File: src/rtl/regfile_pkg.sv
`default_nettype none
// ============================================================================
// Module   : regfile_pkg
// Brief    : Shared types, constants and reset table for the banked register file.
// Revision : 1.0 - initial release
// ============================================================================
package regfile_pkg;

    typedef enum logic [1:0] {
        ST_IDLE    = 2'd0,
        ST_SAVE    = 2'd1,
        ST_RESTORE = 2'd2
    } ctx_state_t;

    localparam int C_AUX_REG_DEFAULT = 15;

    // 16-bit reset image, zero-extended or truncated to data_w.
    function automatic logic [63:0] reset_value(input int unsigned index, input int unsigned data_w);
        logic [15:0] v;
        logic [63:0] mask;
        case (index)
            1:       v = 16'hFFFF;
            2:       v = 16'h0050;
            3:       v = 16'hF033;
            4:       v = 16'hF0FF;
            5:       v = 16'h0040;
            6:       v = 16'h6666;
            7:       v = 16'h00FF;
            8:       v = 16'h8888;
            12:      v = 16'hCCCC;
            13:      v = 16'h0002;
            default: v = 16'h0000;
        endcase
        mask = (data_w >= 64) ? '1 : ((64'd1 << data_w) - 64'd1);
        return {48'd0, v} & mask;
    endfunction

endpackage
`default_nettype wire

File: src/rtl/regfile_banked_if.sv
`default_nettype none
// ============================================================================
// Module   : regfile_banked_if
// Brief    : Read/write/context-switch bus of the banked register file.
// Revision : 1.0 - initial release
// ============================================================================
interface regfile_banked_if #(
    parameter int DATA_W = 16,
    parameter int ADDR_W = 4
);
    logic [ADDR_W-1:0] rd_addr_a;
    logic [ADDR_W-1:0] rd_addr_b;
    logic [DATA_W-1:0] rd_data_a;
    logic [DATA_W-1:0] rd_data_b;
    logic [DATA_W-1:0] rd_data_aux;
    logic              wr_en;
    logic [ADDR_W-1:0] wr_addr;
    logic [DATA_W-1:0] wr_data;
    logic              aux_wr_en;
    logic [DATA_W-1:0] aux_wr_data;
    logic              save_req;
    logic              restore_req;
    logic              busy;
    logic              done;

    modport master (
        output rd_addr_a, rd_addr_b, wr_en, wr_addr, wr_data,
               aux_wr_en, aux_wr_data, save_req, restore_req,
        input  rd_data_a, rd_data_b, rd_data_aux, busy, done
    );

    modport slave (
        input  rd_addr_a, rd_addr_b, wr_en, wr_addr, wr_data,
               aux_wr_en, aux_wr_data, save_req, restore_req,
        output rd_data_a, rd_data_b, rd_data_aux, busy, done
    );
endinterface
`default_nettype wire

File: src/rtl/regfile_ctx_fsm.sv
`default_nettype none
// ============================================================================
// Module   : regfile_ctx_fsm
// Brief    : Save/restore sequencer walking idx over every register once.
// Revision : 1.0 - initial release
// ============================================================================
module regfile_ctx_fsm
    import regfile_pkg::*;
#(
    parameter int ADDR_W = 4
) (
    input  wire logic              clk,
    input  wire logic              rst,
    input  wire logic              i_save_req,
    input  wire logic              i_restore_req,
    output logic                   o_busy,
    output logic                   o_done,
    output logic                   o_copy_save,
    output logic                   o_copy_restore,
    output logic [ADDR_W-1:0]      o_idx
);

    ctx_state_t        r_state;
    ctx_state_t        w_state_nxt;
    logic [ADDR_W-1:0] r_idx;
    logic [ADDR_W-1:0] w_idx_nxt;
    logic              r_done;
    logic              w_done_nxt;

    always_ff @(posedge clk or posedge rst) begin
        if (rst) begin
            r_state <= ST_IDLE;
            r_idx   <= '0;
            r_done  <= 1'b0;
        end else begin
            r_state <= w_state_nxt;
            r_idx   <= w_idx_nxt;
            r_done  <= w_done_nxt;
        end
    end

    always_comb begin
        w_state_nxt = r_state;
        w_idx_nxt   = r_idx;
        w_done_nxt  = 1'b0;
        case (r_state)
            ST_IDLE: begin
                // Save has priority when both requests arrive together.
                if (i_save_req) begin
                    w_state_nxt = ST_SAVE;
                    w_idx_nxt   = '0;
                end else if (i_restore_req) begin
                    w_state_nxt = ST_RESTORE;
                    w_idx_nxt   = '0;
                end
            end
            ST_SAVE, ST_RESTORE: begin
                w_idx_nxt = r_idx + 1'b1;
                if (r_idx == '1) begin
                    w_state_nxt = ST_IDLE;
                    w_done_nxt  = 1'b1;
                end
            end
            default: begin
                w_state_nxt = ST_IDLE;
                w_idx_nxt   = '0;
            end
        endcase
    end

    assign o_busy         = (r_state != ST_IDLE);
    assign o_done         = r_done;
    assign o_copy_save    = (r_state == ST_SAVE);
    assign o_copy_restore = (r_state == ST_RESTORE);
    assign o_idx          = r_idx;

endmodule
`default_nettype wire

File: src/rtl/regfile_banked.sv
`default_nettype none
// ============================================================================
// Module   : regfile_banked
// Brief    : Parametrised register file with aux port, bypass and shadow bank.
// Revision : 1.0 - initial release
// ============================================================================
module regfile_banked
    import regfile_pkg::*;
#(
    parameter int DATA_W  = 16,
    parameter int ADDR_W  = 4,
    parameter int AUX_REG = C_AUX_REG_DEFAULT,
    parameter int BYPASS  = 1
) (
    input  wire logic       clk,
    input  wire logic       rst,
    regfile_banked_if.slave bus
);

    localparam int                NREGS      = 2 ** ADDR_W;
    localparam logic [ADDR_W-1:0] C_AUX_ADDR = ADDR_W'(AUX_REG);

    logic [DATA_W-1:0] r_regs   [NREGS];
    logic [DATA_W-1:0] r_shadow [NREGS];

    logic              w_busy;
    logic              w_done;
    logic              w_copy_save;
    logic              w_copy_restore;
    logic [ADDR_W-1:0] w_idx;
    logic              w_wr_pri;
    logic              w_wr_aux;
    logic [ADDR_W-1:0] w_rd_addr [3];
    logic [DATA_W-1:0] w_rd_data [3];

    regfile_ctx_fsm #(
        .ADDR_W (ADDR_W)
    ) u_ctx_fsm (
        .clk            (clk),
        .rst            (rst),
        .i_save_req     (bus.save_req),
        .i_restore_req  (bus.restore_req),
        .o_busy         (w_busy),
        .o_done         (w_done),
        .o_copy_save    (w_copy_save),
        .o_copy_restore (w_copy_restore),
        .o_idx          (w_idx)
    );

    // Restore owns the array, so architectural writes are dropped while it runs.
    assign w_wr_pri = bus.wr_en & ~w_copy_restore;
    assign w_wr_aux = bus.aux_wr_en & ~w_copy_restore & ~(w_wr_pri && (bus.wr_addr == C_AUX_ADDR));

    always_ff @(posedge clk or posedge rst) begin
        if (rst) begin
            for (int unsigned i = 0; i < NREGS; i++) begin
                r_regs[i[ADDR_W-1:0]] <= DATA_W'(reset_value(i, DATA_W));
            end
        end else if (w_copy_restore) begin
            r_regs[w_idx] <= r_shadow[w_idx];
        end else begin
            if (w_wr_aux) begin
                r_regs[C_AUX_ADDR] <= bus.aux_wr_data;
            end
            if (w_wr_pri) begin
                r_regs[bus.wr_addr] <= bus.wr_data;
            end
        end
    end

    // Shadow captures the pre-edge array value even if the same register is written now.
    always_ff @(posedge clk or posedge rst) begin
        if (rst) begin
            for (int unsigned i = 0; i < NREGS; i++) begin
                r_shadow[i[ADDR_W-1:0]] <= '0;
            end
        end else if (w_copy_save) begin
            r_shadow[w_idx] <= r_regs[w_idx];
        end
    end

    assign w_rd_addr[0] = bus.rd_addr_a;
    assign w_rd_addr[1] = bus.rd_addr_b;
    assign w_rd_addr[2] = C_AUX_ADDR;

    always_comb begin
        for (int p = 0; p < 3; p++) begin
            w_rd_data[p] = r_regs[w_rd_addr[p]];
            if ((BYPASS != 0) && !w_copy_restore) begin
                if (w_wr_pri && (bus.wr_addr == w_rd_addr[p])) begin
                    w_rd_data[p] = bus.wr_data;
                end else if (w_wr_aux && (C_AUX_ADDR == w_rd_addr[p])) begin
                    w_rd_data[p] = bus.aux_wr_data;
                end
            end
        end
    end

    assign bus.rd_data_a   = w_rd_data[0];
    assign bus.rd_data_b   = w_rd_data[1];
    assign bus.rd_data_aux = w_rd_data[2];
    assign bus.busy        = w_busy;
    assign bus.done        = w_done;

endmodule
`default_nettype wire
File: src/flat_wrapper.sv
// flat-port wrapper written by rule: the top's interface ports become plain ports
module regfile_banked_flat import regfile_pkg::*;
#(
    parameter int DATA_W  = 16,
    parameter int ADDR_W  = 4,
    parameter int AUX_REG = C_AUX_REG_DEFAULT,
    parameter int BYPASS  = 1
)
  (clk, rst, bus_rd_addr_a, bus_rd_addr_b, bus_wr_en, bus_wr_addr, bus_wr_data, bus_aux_wr_en, bus_aux_wr_data, bus_save_req, bus_restore_req, bus_rd_data_a, bus_rd_data_b, bus_rd_data_aux, bus_busy, bus_done);
  regfile_banked_if #(.DATA_W(DATA_W), .ADDR_W(ADDR_W)) bus_i ();
  input  wire logic clk;
  input  wire logic rst;
  input wire logic [$bits(bus_i.rd_addr_a)-1:0] bus_rd_addr_a;
  input wire logic [$bits(bus_i.rd_addr_b)-1:0] bus_rd_addr_b;
  input wire logic [$bits(bus_i.wr_en)-1:0] bus_wr_en;
  input wire logic [$bits(bus_i.wr_addr)-1:0] bus_wr_addr;
  input wire logic [$bits(bus_i.wr_data)-1:0] bus_wr_data;
  input wire logic [$bits(bus_i.aux_wr_en)-1:0] bus_aux_wr_en;
  input wire logic [$bits(bus_i.aux_wr_data)-1:0] bus_aux_wr_data;
  input wire logic [$bits(bus_i.save_req)-1:0] bus_save_req;
  input wire logic [$bits(bus_i.restore_req)-1:0] bus_restore_req;
  output wire logic [$bits(bus_i.rd_data_a)-1:0] bus_rd_data_a;
  output wire logic [$bits(bus_i.rd_data_b)-1:0] bus_rd_data_b;
  output wire logic [$bits(bus_i.rd_data_aux)-1:0] bus_rd_data_aux;
  output wire logic [$bits(bus_i.busy)-1:0] bus_busy;
  output wire logic [$bits(bus_i.done)-1:0] bus_done;
  assign bus_i.rd_addr_a = bus_rd_addr_a;
  assign bus_i.rd_addr_b = bus_rd_addr_b;
  assign bus_i.wr_en = bus_wr_en;
  assign bus_i.wr_addr = bus_wr_addr;
  assign bus_i.wr_data = bus_wr_data;
  assign bus_i.aux_wr_en = bus_aux_wr_en;
  assign bus_i.aux_wr_data = bus_aux_wr_data;
  assign bus_i.save_req = bus_save_req;
  assign bus_i.restore_req = bus_restore_req;
  assign bus_rd_data_a = bus_i.rd_data_a;
  assign bus_rd_data_b = bus_i.rd_data_b;
  assign bus_rd_data_aux = bus_i.rd_data_aux;
  assign bus_busy = bus_i.busy;
  assign bus_done = bus_i.done;
  regfile_banked #(.DATA_W(DATA_W), .ADDR_W(ADDR_W), .AUX_REG(AUX_REG), .BYPASS(BYPASS)) u_core (.clk(clk), .rst(rst), .bus(bus_i));
endmodule
File: config.mk
export PLATFORM = sky130hd
export DESIGN_NAME = regfile_banked_flat
export DESIGN_NICKNAME = d
export VERILOG_FILES = /design/src/rtl/regfile_pkg.sv /design/src/rtl/regfile_banked_if.sv /design/src/rtl/regfile_ctx_fsm.sv /design/src/rtl/regfile_banked.sv /design/src/flat_wrapper.sv
export SDC_FILE = /design/constraint.sdc
export NUM_CORES = 1
export LEC_CHECK = 0
export CAP_MARGIN = 0
export CORE_MARGIN = 10
export CORE_UTILIZATION = 35
export DETAILED_ROUTE_END_ITERATION = 16
export SLEW_MARGIN = 20
export SYNTH_ARGS = -nofsm -noshare
export SYNTH_HDL_FRONTEND = slang
export SYNTH_SLANG_ARGS = --single-unit
File: constraint.sdc
create_clock -name clk -period 34.4 [get_ports clk]
set_clock_uncertainty 0.05 [all_clocks]
set_input_delay 6.88 -clock clk [delete_from_list [all_inputs] [get_ports clk]]
set_output_delay 6.88 -clock clk [all_outputs]
set_load 0.02 [all_outputs]
==> results of run 1 <==
-- power by group through the flow --
stage	clock network, uW	registers (uW)	logic (uW)
finish	616	971	854
global route	645	976	899
CTS	620	958	842
detailed placement	0	967	838
global placement	0	955	822
floorplan	0	853	604
-- logic make-up after synthesis --
logic type	count (synthesis)
muxes	571
AOI/OAI and AO/OA	514
adders and majority gates	8
and+or+nand+nor	479
xor gates and xnor gates	8
DFF	519
buffers and inverters	226
-- per-layer routing --
metal,wire length [um],track usage (%),up-vias
met4,7120,11.9,6
met3,10800,4.67,319
met1,42800,28.7,11963
li1,-,-,9100
met5,35,0,-
met2,51300,35.0,1511
-- flip-flops by register name, indices dropped and copies added (netlist names) --
name,count
u_core.r_regs,256
u_core.r_shadow,256
u_core.u_ctx_fsm.o_done,1
u_core.u_ctx_fsm.o_idx,4
u_core.u_ctx_fsm.r_state,2
-- area by class of cell --
class / instances / area [sq um]
clock inverter: 17 / 176
fill: 7993 / 51600
sequential: 519 / 13100
inverter: 8 / 37.5
timing repair buffer: 138 / 1300
tap: 1144 / 1430
clock buffer: 85 / 1670
multi-input combinational: 1580 / 15600
-- worst max path at each step --
stage                           from                 to  slack, ps  depth (start not counted)
detailed placement  bus_rd_addr_b[1]  bus_rd_data_b[13]      16580                          8
floorplan                        rst   u_core.r_regs[0]      13080                          1
global placement    bus_rd_addr_b[1]  bus_rd_data_b[13]      16610                          8
CTS                 bus_rd_addr_b[1]  bus_rd_data_b[13]      16550                          8
global route        bus_rd_addr_b[1]  bus_rd_data_b[13]      16290                          8
finish              bus_rd_addr_b[1]  bus_rd_data_b[13]      16480                          8
-- layout by cell type (no fill, tap or decap), drive strengths merged, types with 5 or more instances in the layout --
master	netlist	layout
buf	140	45
o22ai	32	32
mux2	298	298
inv	8	10
nor2b	42	42
xnor2	6	6
mux4	224	224
nor3	18	18
nand3	21	21
a2111oi	32	32
nand2b	6	6
a21o	7	7
nand2	69	69
clkbuf	78	85
mux2i	49	49
a211oi	38	38
and3	5	5
nor2	303	303
clkdlybuf4s50	0	93
clkinv	0	10
a22oi	32	32
a221o	208	208
and2b	5	5
ha	8	8
a32oi	32	32
o21ai	32	32
a21oi	87	87
dfstp	68	68
dfrtp	451	451
o21bai	6	6
-- metrics by stage --
stage / util, % / area, sq um / total power [uW]
2_1_floorplan: - / 29900 / 1460
3_3_place_gp: 37.0 / 31400 / 1780
3_5_place_dp: 37.0 / 31400 / 1810
4_1_cts: 39.2 / 33200 / 2420
5_1_grt: 39.2 / 33300 / 2520
6_report: 39.2 / 33300 / 2440
-- worst register-to-register path, delay by kind of cell, from the launching register on --
| kind | cells | cell delay (ps) |
|---|---|---|
| simple gates | 2 | 1250 |
| compound gates | 2 | 1020 |
| flops | 1 | 860 |
| fa+ha+maj | 1 | 760 |
| buf+inv | 1 | 670 |
==> results.cfg, run 1 <==
[routing]
drc_errors = 0
viasPerCell = 6.56
vias = 22899
antenna_left = 0
post_drt_wl_per_cell_um = 32.1
drt-pass1-iter-count = 6
drt-initial-drc-count = 3077
drt-total-wl_um = 112000

[clocking]
cts_tree = done
cts.clk_slew.worst_paths_ps = 60
cts.path.max_buffers = 3
htree_levels = 2
ctsHoldBuffers = 0
cts.root.buffer_cell = clkbuf_16
post-cts-setup-buffers = 0
clkLatencyLatePin_ps = 620
cts_resized = 0
numCtsBuffers = 55
cts.sinks = 519

[setup_path]
arrival_ps = 10990
critPathLaunchType = input port
crit_family = buffers and inverters
r2r_end = u_core.r_regs[75]
path_class = in2out
reg2reg_depth = 6
worstReg2RegStart = u_core.u_ctx_fsm.o_idx[0]
slowest_delay_ps = 880
path_common_cell = buf_4
crit_chain = buf_4 -> buf_4 -> mux4_1 -> nor2_1 -> a2111oi_0 -> a21oi_1 -> o22ai_1 -> clkdlybuf4s50_1
r2r_setup_slack_ps = 29670
crit_path_top_delay_cell = a2111oi_0
path_max_fanout = 56
required_ps = 27470
worstSetupEndpointType = output pin
crit_buf_inv = 3

[sta]
drv_slew = 0
rsz0062_at_grt = no
period_share_pct = 52.1
fin_crit_ps = 17920
setup_ws_ps = 16480
worstMarginPinSlew_ps = 1280
setup_viol = 0
fmax_ghz = 0.0558
tns_ps = 0
fin_hold_ws_ps = 450
slew_headroom_pct = 14.9
finalHoldViolCount = 0

[synthesis]
synth_compound_area_share_pct = 14.0
synth_area_sq_mm = 0.0299
ys_async_sr_fraction_pct = 100
synthSimpleGateAreaFrac_pct = 7.55
netlist_top_cells_area = dfrtp_1 38%, mux4_2 17%, mux2_2 11%, a221o_1 7.0%, dfstp_2 6.0%
synth_mux_area_share_pct = 29.8
synth_commonest_cells = 451 x dfrtp_1, 298 x mux2_2, 287 x nor2_1, 220 x mux4_2, 208 x a221o_1
synth_top_family_by_area = multiplexers
synthXorXnorAreaFrac_pct = 0.235
synthFlopType = dfrtp_1
synth-edff-count = 0
ys_seq_area_share_pct = 43.8
synth_most_common_cell = dfrtp_1
yosysWarnings = 0
syn-num-nets = 2383
synth_top_area_cell = dfrtp_1
synthCells = 2325
ys_types = 60
yosysTopAreaCellShare_pct = 37.8
avgSynthCellArea_sq_um = 12.8
synth-adder-area-share_pct = 0.335
yosys_register_bits = 519

[hold_path]
holdPathEnd = u_core.r_shadow[82]
hold_class = reg2reg
worstHoldStart = u_core.r_shadow[82]
holdPathStages = 1

[run_status]
outcome = completed

[placement]
dp_hpwl_um = 75000
globalplace.congestion = 0.982
dp_cells = 3387
place.port_buffers = 99
dp_slack_ps = 16580

[die]
die_x_um = 312
initial_core_util_pct = 35.2
rows = 107
die_y_um = 312
io_pins = 100
design.core.area_sq_mm = 0.0849
die-area_sq_mm = 0.0974

[grt]
grt_max_degree = 196
antenna_found_initial = 6
grt_pass1_wl_um = 163000
track_usage_pct = 22.3
grt_pass1_vias = 22723
grt_overflow = 0

[finish]
antenna_cells = 0
drive_above_1_share_pct = 33.5
area_delta_synth_final_pct = 11.5
finalNonFillerCells = 3491
final_nets = 2360

[pwr]
power.internal_uw = 1500
p_switching_uw = 940
power_density_mw_per_mm2 = 73.3
vdd_drop_max_mv = 0.0656
p_clk_share_pct = 25.3
seqPwrFrac_pct = 39.8
swShare_pct = 38.5
comb_power_share_pct = 35.0
p_leak_uw = 0.0137

[job]
cap_violations = 0
Note: power is estimated with default switching activity, not from simulation.
==> run 2, diff against run 1 <==
==> constraint.sdc (replaced) <==
create_clock -name clk -period 16.4 [get_ports clk]
set_clock_uncertainty 0.05 [all_clocks]
set_input_delay 3.28 -clock clk [delete_from_list [all_inputs] [get_ports clk]]
set_output_delay 3.28 -clock clk [all_outputs]
set_load 0.02 [all_outputs]
==> run 2 against run 1 <==
  * Die area unchanged
  * Clock power is 110% higher
  * Power rose by 110%
  * Final cell count is 0.40% higher
  * Global-route usage decreased by 0.71 points
  * Hold slack worse by 1.2 ps
  * Via count is 0.25% higher
  * First-iteration DRC count is 3.4% lower
==> results.cfg, run 2 (synthesis results as in run 1) <==
[run_status]
outcome = completed

[routing]
drt-total-wl_um = 108000
vias = 22957
drt-pass1-iter-count = 6
drc_errors = 0
viasPerCell = 6.55
post_drt_wl_per_cell_um = 30.9
drt-initial-drc-count = 2973
antenna_left = 0

[die]
rows = 107
die_y_um = 312
die-area_sq_mm = 0.0974
design.core.area_sq_mm = 0.0849
die_x_um = 312
initial_core_util_pct = 35.2
io_pins = 100

[finish]
layout.cells.most_common_list = 449 x dfrtp_1, 298 x mux2_2, 285 x nor2_1
antenna_cells = 0
n_fill_cell = 7936
finalNonFillerCells = 3505
drive_above_1_share_pct = 34.0
design_area_sq_mm = 0.0334
layout_commonest_cell = dfrtp_1
final_nets = 2371
area_delta_synth_final_pct = 12.0
fin_util_pct = 39.4

[hold_path]
holdPathStages = 1
hold_class = reg2reg

[grt]
grt_max_degree = 186
grt_pass1_wl_um = 160000
grt_use_met1_pct = 27.9
busiest_layer = met2
use_met3_pct = 6.11
grt_overflow = 0
antenna_found_initial = 0
grt_pass1_vias = 23265
grt_use_met2_pct = 32.8
track_usage_pct = 21.6

[sta]
drv_slew = 0
fin_hold_ws_ps = 449
tns_ps = 0
rsz0062_at_grt = no
worstMarginPinSlew_ps = 1280
finalHoldViolCount = 0
setup_viol = 0
fmax_ghz = 0.0940
period_share_pct = 64.9
fin_crit_ps = 10640
slew_headroom_pct = 14.6

[clocking]
post-cts-setup-buffers = 0
htree_levels = 2
cts.path.max_buffers = 3
clkLatencyLatePin_ps = 640
cts_tree = done
numCtsBuffers = 57
cts.sinks = 519
cts_resized = 0
cts.clk_slew.worst_paths_ps = 60
cts.root.buffer_cell = clkbuf_16
ctsHoldBuffers = 0

[setup_path]
r2r_setup_slack_ps = 11310
path_class = in2out
crit_path_start = bus_rd_addr_b[1]
crit_family = buffers and inverters
crit_buf_inv = 3
cp.depth = 7
crit_chain = buf_4 -> buf_4 -> xor2_1 -> nor3_4 -> a22oi_1 -> o22ai_1 -> clkdlybuf4s50_1
critPathLaunchType = input port
path_max_fanout = 63
worstSetupEndpoint = bus_rd_data_b[10]
worstReg2RegStart = u_core.u_ctx_fsm.o_idx[1]
r2r_end = u_core.r_regs[73]
reg2reg_depth = 6
crit_path_top_delay_cell = clkdlybuf4s50_1
worstSetupEndpointType = output pin
path_common_cell = buf_4
slowest_delay_ps = 750
required_ps = 13070
arrival_ps = 7310

[placement]
dp_hpwl_um = 71100
place.port_buffers = 99
place_area_sq_mm = 0.0315
globalplace.congestion = 0.979
dp_cells = 3397

[job]
cap_violations = 0

[pwr]
power_density_mw_per_mm2 = 152
vdd_drop_max_mv = 0.138
p_leak_uw = 0.0138
==> run 2: cell types whose count changed in the layout (fill, tap and decap cells not counted), moves of 2 or more <==
cell       previous run  this run
a2111oi_0            21        24
nor2_2                8        11
nor2_4                9         6
o21ai_4               1         3
clkinv_2              9        11
a2111oi_2             0         2
clkbuf_8             14        16
a2111oi_1            11         6
buf_4                37        47
o21ai_2               7         5
==> run 2: cell type report <==
cell class | count | area, sq um | share of cell area (%)
Tap cell | 1144 | 1430 | 4.28
Clock buffer | 89 | 1730 | 5.17
Inverter | 8 | 33.8 | 0.101
Sequential cell | 519 | 13100 | 39.1
Timing Repair Buffer | 147 | 1360 | 4.05
Clock inverter | 18 | 186 | 0.558
Multi-Input combinational cell | 1580 | 15600 | 46.7
==> run 2: metal layers <==
metal | vias up | wire, um
li1 | 9127 | -
met1 | 11918 | 41400
met2 | 1584 | 48300
met3 | 326 | 12100
met4 | 2 | 6400
met5 | - | 115
==> run 2: worst min-delay path by stage <==
stage / from / endpoint / slack, ps
after floorplan: u_core.r_shadow[154] / u_core.r_shadow[154] / 420
after global placement: u_core.r_shadow[19] / u_core.r_shadow[19] / 430
after detailed placement: u_core.r_shadow[28] / u_core.r_shadow[28] / 440
after CTS: u_core.r_shadow[28] / u_core.r_shadow[28] / 450
after global routing: u_core.r_shadow[28] / u_core.r_shadow[28] / 450
final: u_core.r_shadow[28] / u_core.r_shadow[28] / 450
==> run 2: power breakdown <==
group	leakage [uW]	internal, uW	switching, uW
Combinational	0.00599	804	975
Sequential	0.00685	1600	392
Clock	0.000949	769	552
==> run 2: metrics by stage <==
step                      worst slack (ps)  total power (uW)
final                                 5760              5100
after detailed placement              5950              3740
after global placement                6020              3670
after global routing                  5580              5290
after CTS                             5960              5060
after floorplan                       6080              3060
